===== src/rtl/riscv_pkg.sv =====
// rtl/riscv_pkg.sv - shared opcodes, state encoding and mux/ALU encodings for the RV32I multicycle controller
package riscv_pkg;

  localparam logic [6:0] OP_LW  = 7'b0000011;
  localparam logic [6:0] OP_SW  = 7'b0100011;
  localparam logic [6:0] OP_R   = 7'b0110011;
  localparam logic [6:0] OP_I   = 7'b0010011;
  localparam logic [6:0] OP_BEQ = 7'b1100011;
  localparam logic [6:0] OP_JAL = 7'b1101111;

  typedef enum logic [3:0] {
    S_FETCH    = 4'd0,
    S_DECODE   = 4'd1,
    S_MEMADR   = 4'd2,
    S_MEMREAD  = 4'd3,
    S_MEMWB    = 4'd4,
    S_MEMWRITE = 4'd5,
    S_EXECR    = 4'd6,
    S_EXECI    = 4'd7,
    S_ALUWB    = 4'd8,
    S_JAL      = 4'd9,
    S_BEQ      = 4'd10,
    S_ILLEGAL  = 4'd11
  } state_t;

  localparam logic [1:0] RES_ALUOUT = 2'b00;
  localparam logic [1:0] RES_DATA   = 2'b01;
  localparam logic [1:0] RES_ALURES = 2'b10;

  localparam logic [1:0] SRCA_PC    = 2'b00;
  localparam logic [1:0] SRCA_OLDPC = 2'b01;
  localparam logic [1:0] SRCA_RD1   = 2'b10;

  localparam logic [1:0] SRCB_RD2   = 2'b00;
  localparam logic [1:0] SRCB_IMM   = 2'b01;
  localparam logic [1:0] SRCB_4     = 2'b10;

  localparam logic [1:0] IMM_I = 2'b00;
  localparam logic [1:0] IMM_S = 2'b01;
  localparam logic [1:0] IMM_B = 2'b10;
  localparam logic [1:0] IMM_J = 2'b11;

  localparam logic [1:0] ALUOP_ADD   = 2'b00;
  localparam logic [1:0] ALUOP_SUB   = 2'b01;
  localparam logic [1:0] ALUOP_FUNCT = 2'b10;

  localparam logic [2:0] ALU_ADD = 3'b000;
  localparam logic [2:0] ALU_SUB = 3'b001;
  localparam logic [2:0] ALU_AND = 3'b010;
  localparam logic [2:0] ALU_OR  = 3'b011;
  localparam logic [2:0] ALU_SLT = 3'b101;

  function automatic logic [1:0] imm_sel(input logic [6:0] op);
    case (op)
      OP_SW:   imm_sel = IMM_S;
      OP_BEQ:  imm_sel = IMM_B;
      OP_JAL:  imm_sel = IMM_J;
      default: imm_sel = IMM_I;
    endcase
  endfunction

endpackage


===== src/rtl/alu_dec.sv =====
// rtl/alu_dec.sv - ALU control decode from ALUOp, funct3, op[5] and funct7[5]
module alu_dec
  import riscv_pkg::*;
(
  input  logic [1:0] i_alu_op,
  input  logic [2:0] i_funct3,
  input  logic       i_op5,
  input  logic       i_funct7b5,
  output logic [2:0] o_alu_control
);

  always_comb begin
    o_alu_control = ALU_ADD;
    case (i_alu_op)
      ALUOP_SUB: o_alu_control = ALU_SUB;
      ALUOP_FUNCT: begin
        case (i_funct3)
          // only R-type (op[5]=1) can encode sub; addi ignores instr[30]
          3'b000:  o_alu_control = (i_op5 & i_funct7b5) ? ALU_SUB : ALU_ADD;
          3'b010:  o_alu_control = ALU_SLT;
          3'b110:  o_alu_control = ALU_OR;
          3'b111:  o_alu_control = ALU_AND;
          default: o_alu_control = ALU_ADD;
        endcase
      end
      default: o_alu_control = ALU_ADD;
    endcase
  end

endmodule


===== src/rtl/multicycle_ctrl.sv =====
// rtl/multicycle_ctrl.sv - Moore control FSM sequencing the RV32I multicycle datapath
module multicycle_ctrl
  import riscv_pkg::*;
#(
  parameter int CNT_W = 32
) (
  input  logic             clk,
  input  logic             reset,
  input  logic [6:0]       op,
  input  logic [2:0]       funct3,
  input  logic             funct7b5,
  input  logic             zero,
  input  logic             mem_ready,
  output logic             PCWrite,
  output logic             AdrSrc,
  output logic             MemWrite,
  output logic             IRWrite,
  output logic [1:0]       ResultSrc,
  output logic [1:0]       ALUSrcA,
  output logic [1:0]       ALUSrcB,
  output logic             RegWrite,
  output logic [1:0]       immsrc,
  output logic [2:0]       ALUControl,
  output logic             illegal_op,
  output logic [CNT_W-1:0] instret
);

  state_t           r_state;
  logic             r_illegal;
  logic [CNT_W-1:0] r_instret;

  logic [1:0] w_alu_op;
  logic       w_pc_update;
  logic       w_branch;
  logic       w_irwrite;
  logic       w_memwrite;
  logic       w_regwrite;
  logic       w_retire;

  always_comb begin
    w_pc_update = 1'b0;
    w_branch    = 1'b0;
    w_irwrite   = 1'b0;
    w_memwrite  = 1'b0;
    w_regwrite  = 1'b0;
    w_alu_op    = ALUOP_ADD;
    AdrSrc      = 1'b0;
    ResultSrc   = RES_ALUOUT;
    ALUSrcA     = SRCA_PC;
    ALUSrcB     = SRCB_RD2;
    case (r_state)
      S_FETCH: begin
        ALUSrcB     = SRCB_4;
        ResultSrc   = RES_ALURES;
        w_irwrite   = mem_ready;
        w_pc_update = mem_ready;
      end
      S_DECODE: begin
        ALUSrcA = SRCA_OLDPC;
        ALUSrcB = SRCB_IMM;
      end
      S_MEMADR: begin
        ALUSrcA = SRCA_RD1;
        ALUSrcB = SRCB_IMM;
      end
      S_MEMREAD: AdrSrc = 1'b1;
      S_MEMWB: begin
        ResultSrc  = RES_DATA;
        w_regwrite = 1'b1;
      end
      S_MEMWRITE: begin
        AdrSrc     = 1'b1;
        w_memwrite = 1'b1;
      end
      S_EXECR: begin
        ALUSrcA  = SRCA_RD1;
        w_alu_op = ALUOP_FUNCT;
      end
      S_EXECI: begin
        ALUSrcA  = SRCA_RD1;
        ALUSrcB  = SRCB_IMM;
        w_alu_op = ALUOP_FUNCT;
      end
      S_ALUWB: w_regwrite = 1'b1;
      S_JAL: begin
        ALUSrcA     = SRCA_OLDPC;
        ALUSrcB     = SRCB_4;
        w_pc_update = 1'b1;
      end
      S_BEQ: begin
        ALUSrcA  = SRCA_RD1;
        w_alu_op = ALUOP_SUB;
        w_branch = 1'b1;
      end
      default: ;
    endcase
  end

  // strobes are masked during reset so an aborted instruction can't commit
  assign PCWrite  = ~reset & (w_pc_update | (w_branch & zero));
  assign IRWrite  = ~reset & w_irwrite;
  assign MemWrite = ~reset & w_memwrite;
  assign RegWrite = ~reset & w_regwrite;

  assign w_retire = (r_state == S_MEMWB) || (r_state == S_ALUWB) || (r_state == S_BEQ) ||
                    ((r_state == S_MEMWRITE) && mem_ready);

  always_ff @(posedge clk) begin
    if (reset) begin
      r_state   <= S_FETCH;
      r_illegal <= 1'b0;
      r_instret <= '0;
    end else begin
      if (w_retire) r_instret <= r_instret + CNT_W'(1);
      if (r_state == S_ILLEGAL) r_illegal <= 1'b1;
      case (r_state)
        S_FETCH:    if (mem_ready) r_state <= S_DECODE;
        S_DECODE: begin
          case (op)
            OP_LW, OP_SW: r_state <= S_MEMADR;
            OP_R:         r_state <= S_EXECR;
            OP_I:         r_state <= S_EXECI;
            OP_BEQ:       r_state <= S_BEQ;
            OP_JAL:       r_state <= S_JAL;
            default:      r_state <= S_ILLEGAL;
          endcase
        end
        S_MEMADR:   r_state <= (op == OP_LW) ? S_MEMREAD : S_MEMWRITE;
        S_MEMREAD:  if (mem_ready) r_state <= S_MEMWB;
        S_MEMWB:    r_state <= S_FETCH;
        S_MEMWRITE: if (mem_ready) r_state <= S_FETCH;
        S_EXECR:    r_state <= S_ALUWB;
        S_EXECI:    r_state <= S_ALUWB;
        S_ALUWB:    r_state <= S_FETCH;
        S_JAL:      r_state <= S_ALUWB;
        S_BEQ:      r_state <= S_FETCH;
        S_ILLEGAL:  r_state <= S_ILLEGAL;
        default:    r_state <= S_FETCH;
      endcase
    end
  end

  assign illegal_op = r_illegal;
  assign instret    = r_instret;
  assign immsrc     = imm_sel(op);

  alu_dec u_alu_dec (
    .i_alu_op      (w_alu_op),
    .i_funct3      (funct3),
    .i_op5         (op[5]),
    .i_funct7b5    (funct7b5),
    .o_alu_control (ALUControl)
  );

endmodule


===== config.mk =====
export PLATFORM = sky130hd
export DESIGN_NAME = multicycle_ctrl
export DESIGN_NICKNAME = d
export VERILOG_FILES = /design/src/rtl/riscv_pkg.sv /design/src/rtl/alu_dec.sv /design/src/rtl/multicycle_ctrl.sv
export SDC_FILE = /design/constraint.sdc
export NUM_CORES = 1
export LEC_CHECK = 0
export CAP_MARGIN = 20
export CORE_MARGIN = 1.5
export CORE_UTILIZATION = 35
export CTS_BUF_LIST = sky130_fd_sc_hd__clkbuf_4
export DETAILED_ROUTE_END_ITERATION = 6
export DONT_BUFFER_PORTS = 1
export PLACE_DENSITY = 0.6
export SLEW_MARGIN = 10
export SYNTH_ARGS = -nofsm -noshare
export SYNTH_HDL_FRONTEND = slang
export SYNTH_HIERARCHICAL = 1
export SYNTH_SLANG_ARGS = --single-unit

===== constraint.sdc =====
create_clock -name clk -period 2.4 [get_ports clk]
set_clock_uncertainty 0.2 [all_clocks]
set_input_delay 0.24 -clock clk [delete_from_list [all_inputs] [get_ports clk]]
set_output_delay 0.24 -clock clk [all_outputs]
set_load 0.01 [all_outputs]

==> reports/results.ini <==
[run_status]
status=complete, no violations

[critical_path]
rr_worst_depth=6
cp-start-kind=flip-flop
worstPathRequired_ns=1.96
crit_path_end_kind=output pin
startpoint=r_state[0]$_SDFFE_PP0P_
path_max_fanout=17
rrSetupSlack_ns=0.20
arrival_ns=1.79
r2r_start=instret[0]$_SDFFE_PP0P_
critical_path_class=reg -> out
r2r-end=instret[14]$_SDFFE_PP0P_

[global_route]
grt_overflow=0
antenna_found_initial=0
grt_max_degree=40
grt_pass1_vias=1848
grtUsageTotal=0.164
grt_pass1_wl_um=8590

[place]
routabilityCongestion=0.765
dp_cells=349
hpwl_um=3770
pre_cts_ws_ns=0.193
io_buffer_count=0
placed_area_um2=2390

[yosys]
syn_area_um2=2220
synth_xor_area_frac=0.114
synth_enable_flop_cells=0
ys_seq_area_frac=0.333
synth-compound-area-share=0.118
syn_area_per_cell_um2=8.23
synthSimpleGateAreaFrac=0.359
synth-seq-cells=37
synth_fp_nets=288
synth_mux_area_frac=0
synth_top_family_by_area=simple AND/OR/NAND/NOR gates
synthArstFlopShare=0
synthAdderAreaFrac=0.0169
ys.warnings.count=6
yosys_most_used_dff=dfxtp_1
ys_types=52
synthCells=270

[clock_tree]
clock_path_buffers=2
post-cts-setup-buffer-count=0
cts_buffers=5
htree_num_levels=2
ctsRootBufferMaster=clkbuf_4
clock_sinks=37
clk_latency_ns=0.34
cts_tree=yes
path_clk_slew_ns=0.09

[floorplan]
die-area_um2=6840
die_y_um=82.7
core_um2=6030
ios=64
start_util=0.369
placementRows=28
fp.dieW_um=82.7

[timing]
setup_tns_ns=0
setup_viol=0
setup_ws_ns=0.166
period_minus_slack_ns=2.23
tightest_slew_ns=0.777
slew_headroom=0.481
post-route-period-util=0.931
fmax_mhz=448
rsz0062_at_grt=no
report.final.slew_viol_count=0
finalHoldViolCount=0

[min_path]
hold_depth=4
hold_path.class=in -> reg
hold_start=mem_ready
holdPathEnd=r_state[0]$_SDFFE_PP0P_

[routing]
firstDrtPassIters=4
wl_um=5410
num_vias=2011
drcViolationCount=0
wl_per_cell_um=15.0
final_antenna_net_count=0
drt_first_iter_violations=87
vias_per_cell=5.57

[final_layout]
fin_nets=304
multiInputGateArea_um2=1390
layout.cells.non_filler=361
antennaDiodeCount=0
fillers=607
fin_util=0.422
area_growth_pct=14.4
drive_gt1_frac=0.185
final_area_um2=2540
seq_area_um2=743

[power_and_ir_drop]
powerDensity_nw_per_um2=473
ir_worst_vdd_mv=0.263
leakagePower_nw=0.827

[run]
cap_viol_max_count=0

-- worst max-delay path by stage --
stage | to | slack, ns | depth (start not counted)
final | ALUControl[2] | 0.17 | 6
after global routing | ALUControl[2] | 0.03 | 6
after CTS | ALUControl[2] | 0.01 | 6
after detailed placement | instret[14]$_SDFFE_PP0P_ | 0.19 | 6
after global placement | instret[26]$_SDFFE_PP0P_ | 0.26 | 6
after floorplan | ALUControl[2] | 0.13 | 6
-- placed cells by master (no fill, tap or decap), types with 3 or more instances in the layout --
cell type / Yosys / layout
nor2_1: 37 / 37
dfxtp_1: 37 / 35
buf_4: 3 / 24
xnor2_1: 19 / 19
nand2_1: 18 / 18
a21oi_1: 13 / 13
nand4_1: 11 / 11
xor2_1: 10 / 10
nand3_1: 9 / 9
nor4_1: 8 / 8
nor3_1: 9 / 8
o21ai_0: 8 / 8
or3_1: 6 / 6
and4_1: 6 / 6
clkbuf_4: 0 / 6
nor2b_1: 4 / 4
dlygate4sd3_1: 0 / 4
nand2b_1: 4 / 3
nand2b_4: 2 / 3
and3_1: 3 / 3
or4_1: 3 / 3
nor4_2: 3 / 3
inv_1: 4 / 3
-- cells in the mapped netlist (3+ instances only) --
master / count / share of area
a21oi_1: 13 / 0.029
and3_1: 3 / 0.0084
and4_1: 6 / 0.024
buf_4: 3 / 0.010
buf_6: 3 / 0.015
clkbuf_1: 11 / 0.019
dfxtp_1: 37 / 0.33
ha_1: 3 / 0.017
inv_1: 4 / 0.0068
nand2_1: 18 / 0.030
nand2b_1: 4 / 0.011
nand3_1: 9 / 0.020
nand4_1: 11 / 0.031
nor2_1: 37 / 0.062
nor2b_1: 4 / 0.011
nor3_1: 9 / 0.020
nor4_1: 8 / 0.023
nor4_2: 3 / 0.017
o21ai_0: 8 / 0.018
or3_1: 6 / 0.017
or4_1: 3 / 0.010
xnor2_1: 19 / 0.075
xor2_1: 10 / 0.039
-- logic make-up (layout without fill, tap and decap cells) --
family / after synthesis / count (layout)
adders and majority gates: 3 / 3
and+or+nand+nor: 138 / 138
buffers and inverters: 25 / 41
DFF: 37 / 37
xor gates and xnor gates: 29 / 29
AOI/OAI and AO/OA: 38 / 38
-- flip-flops by register name, indices dropped and copies added (netlist names) --
| name | flops |
|---|---|
| r_state | 4 |
| illegal_op | 1 |
| instret | 32 |
-- metrics by stage --
stage	hold slack [ns]	power, mW
detailed placement	0.116	0.869
global route	0.0665	1.27
finish	0.0440	1.20
global placement	0.114	0.865
floorplan	0.142	0.835
CTS	0.0355	1.21
-- timing repair --
item,in CTS,in global routing
gates resized for setup,3,7
hold endpoints to repair,37,0
pin swaps,0,1
hold buffers,5,0
setup endpoints to repair,2,1
-- metal layers --
layer,part of all wire,track usage
met4,0.014,0.0500
met1,0.48,0.216
met3,0.075,0.0571
met5,0,0
met2,0.43,0.252
-- report_power, final --
part | total, mW | internal [mW] | switching [mW]
registers | 0.636 | 0.626 | 0.0109
logic | 0.249 | 0.100 | 0.149
clock network | 0.316 | 0.118 | 0.199
total | 1.20 | 0.843 | 0.358
-- final cells by class --
class	count	share of cell area
Clock buffer	6	0.0177
Clock inverter	1	0.00148
Inverter	4	0.00591
Multi-Input combinational cell	208	0.547
Sequential cell	37	0.292
Tap cell	75	0.0369
Timing Repair Buffer	30	0.0990
-- critical path: stages (launching register included) --
cell,delay (ns)
dfxtp_1,0.33
buf_6,0.16
nor3_4,0.19
inv_1,0.09
ha_4,0.25
nor4b_2,0.26
buf_4,0.16
No activity file was read; power rests on OpenSTA's default activity.
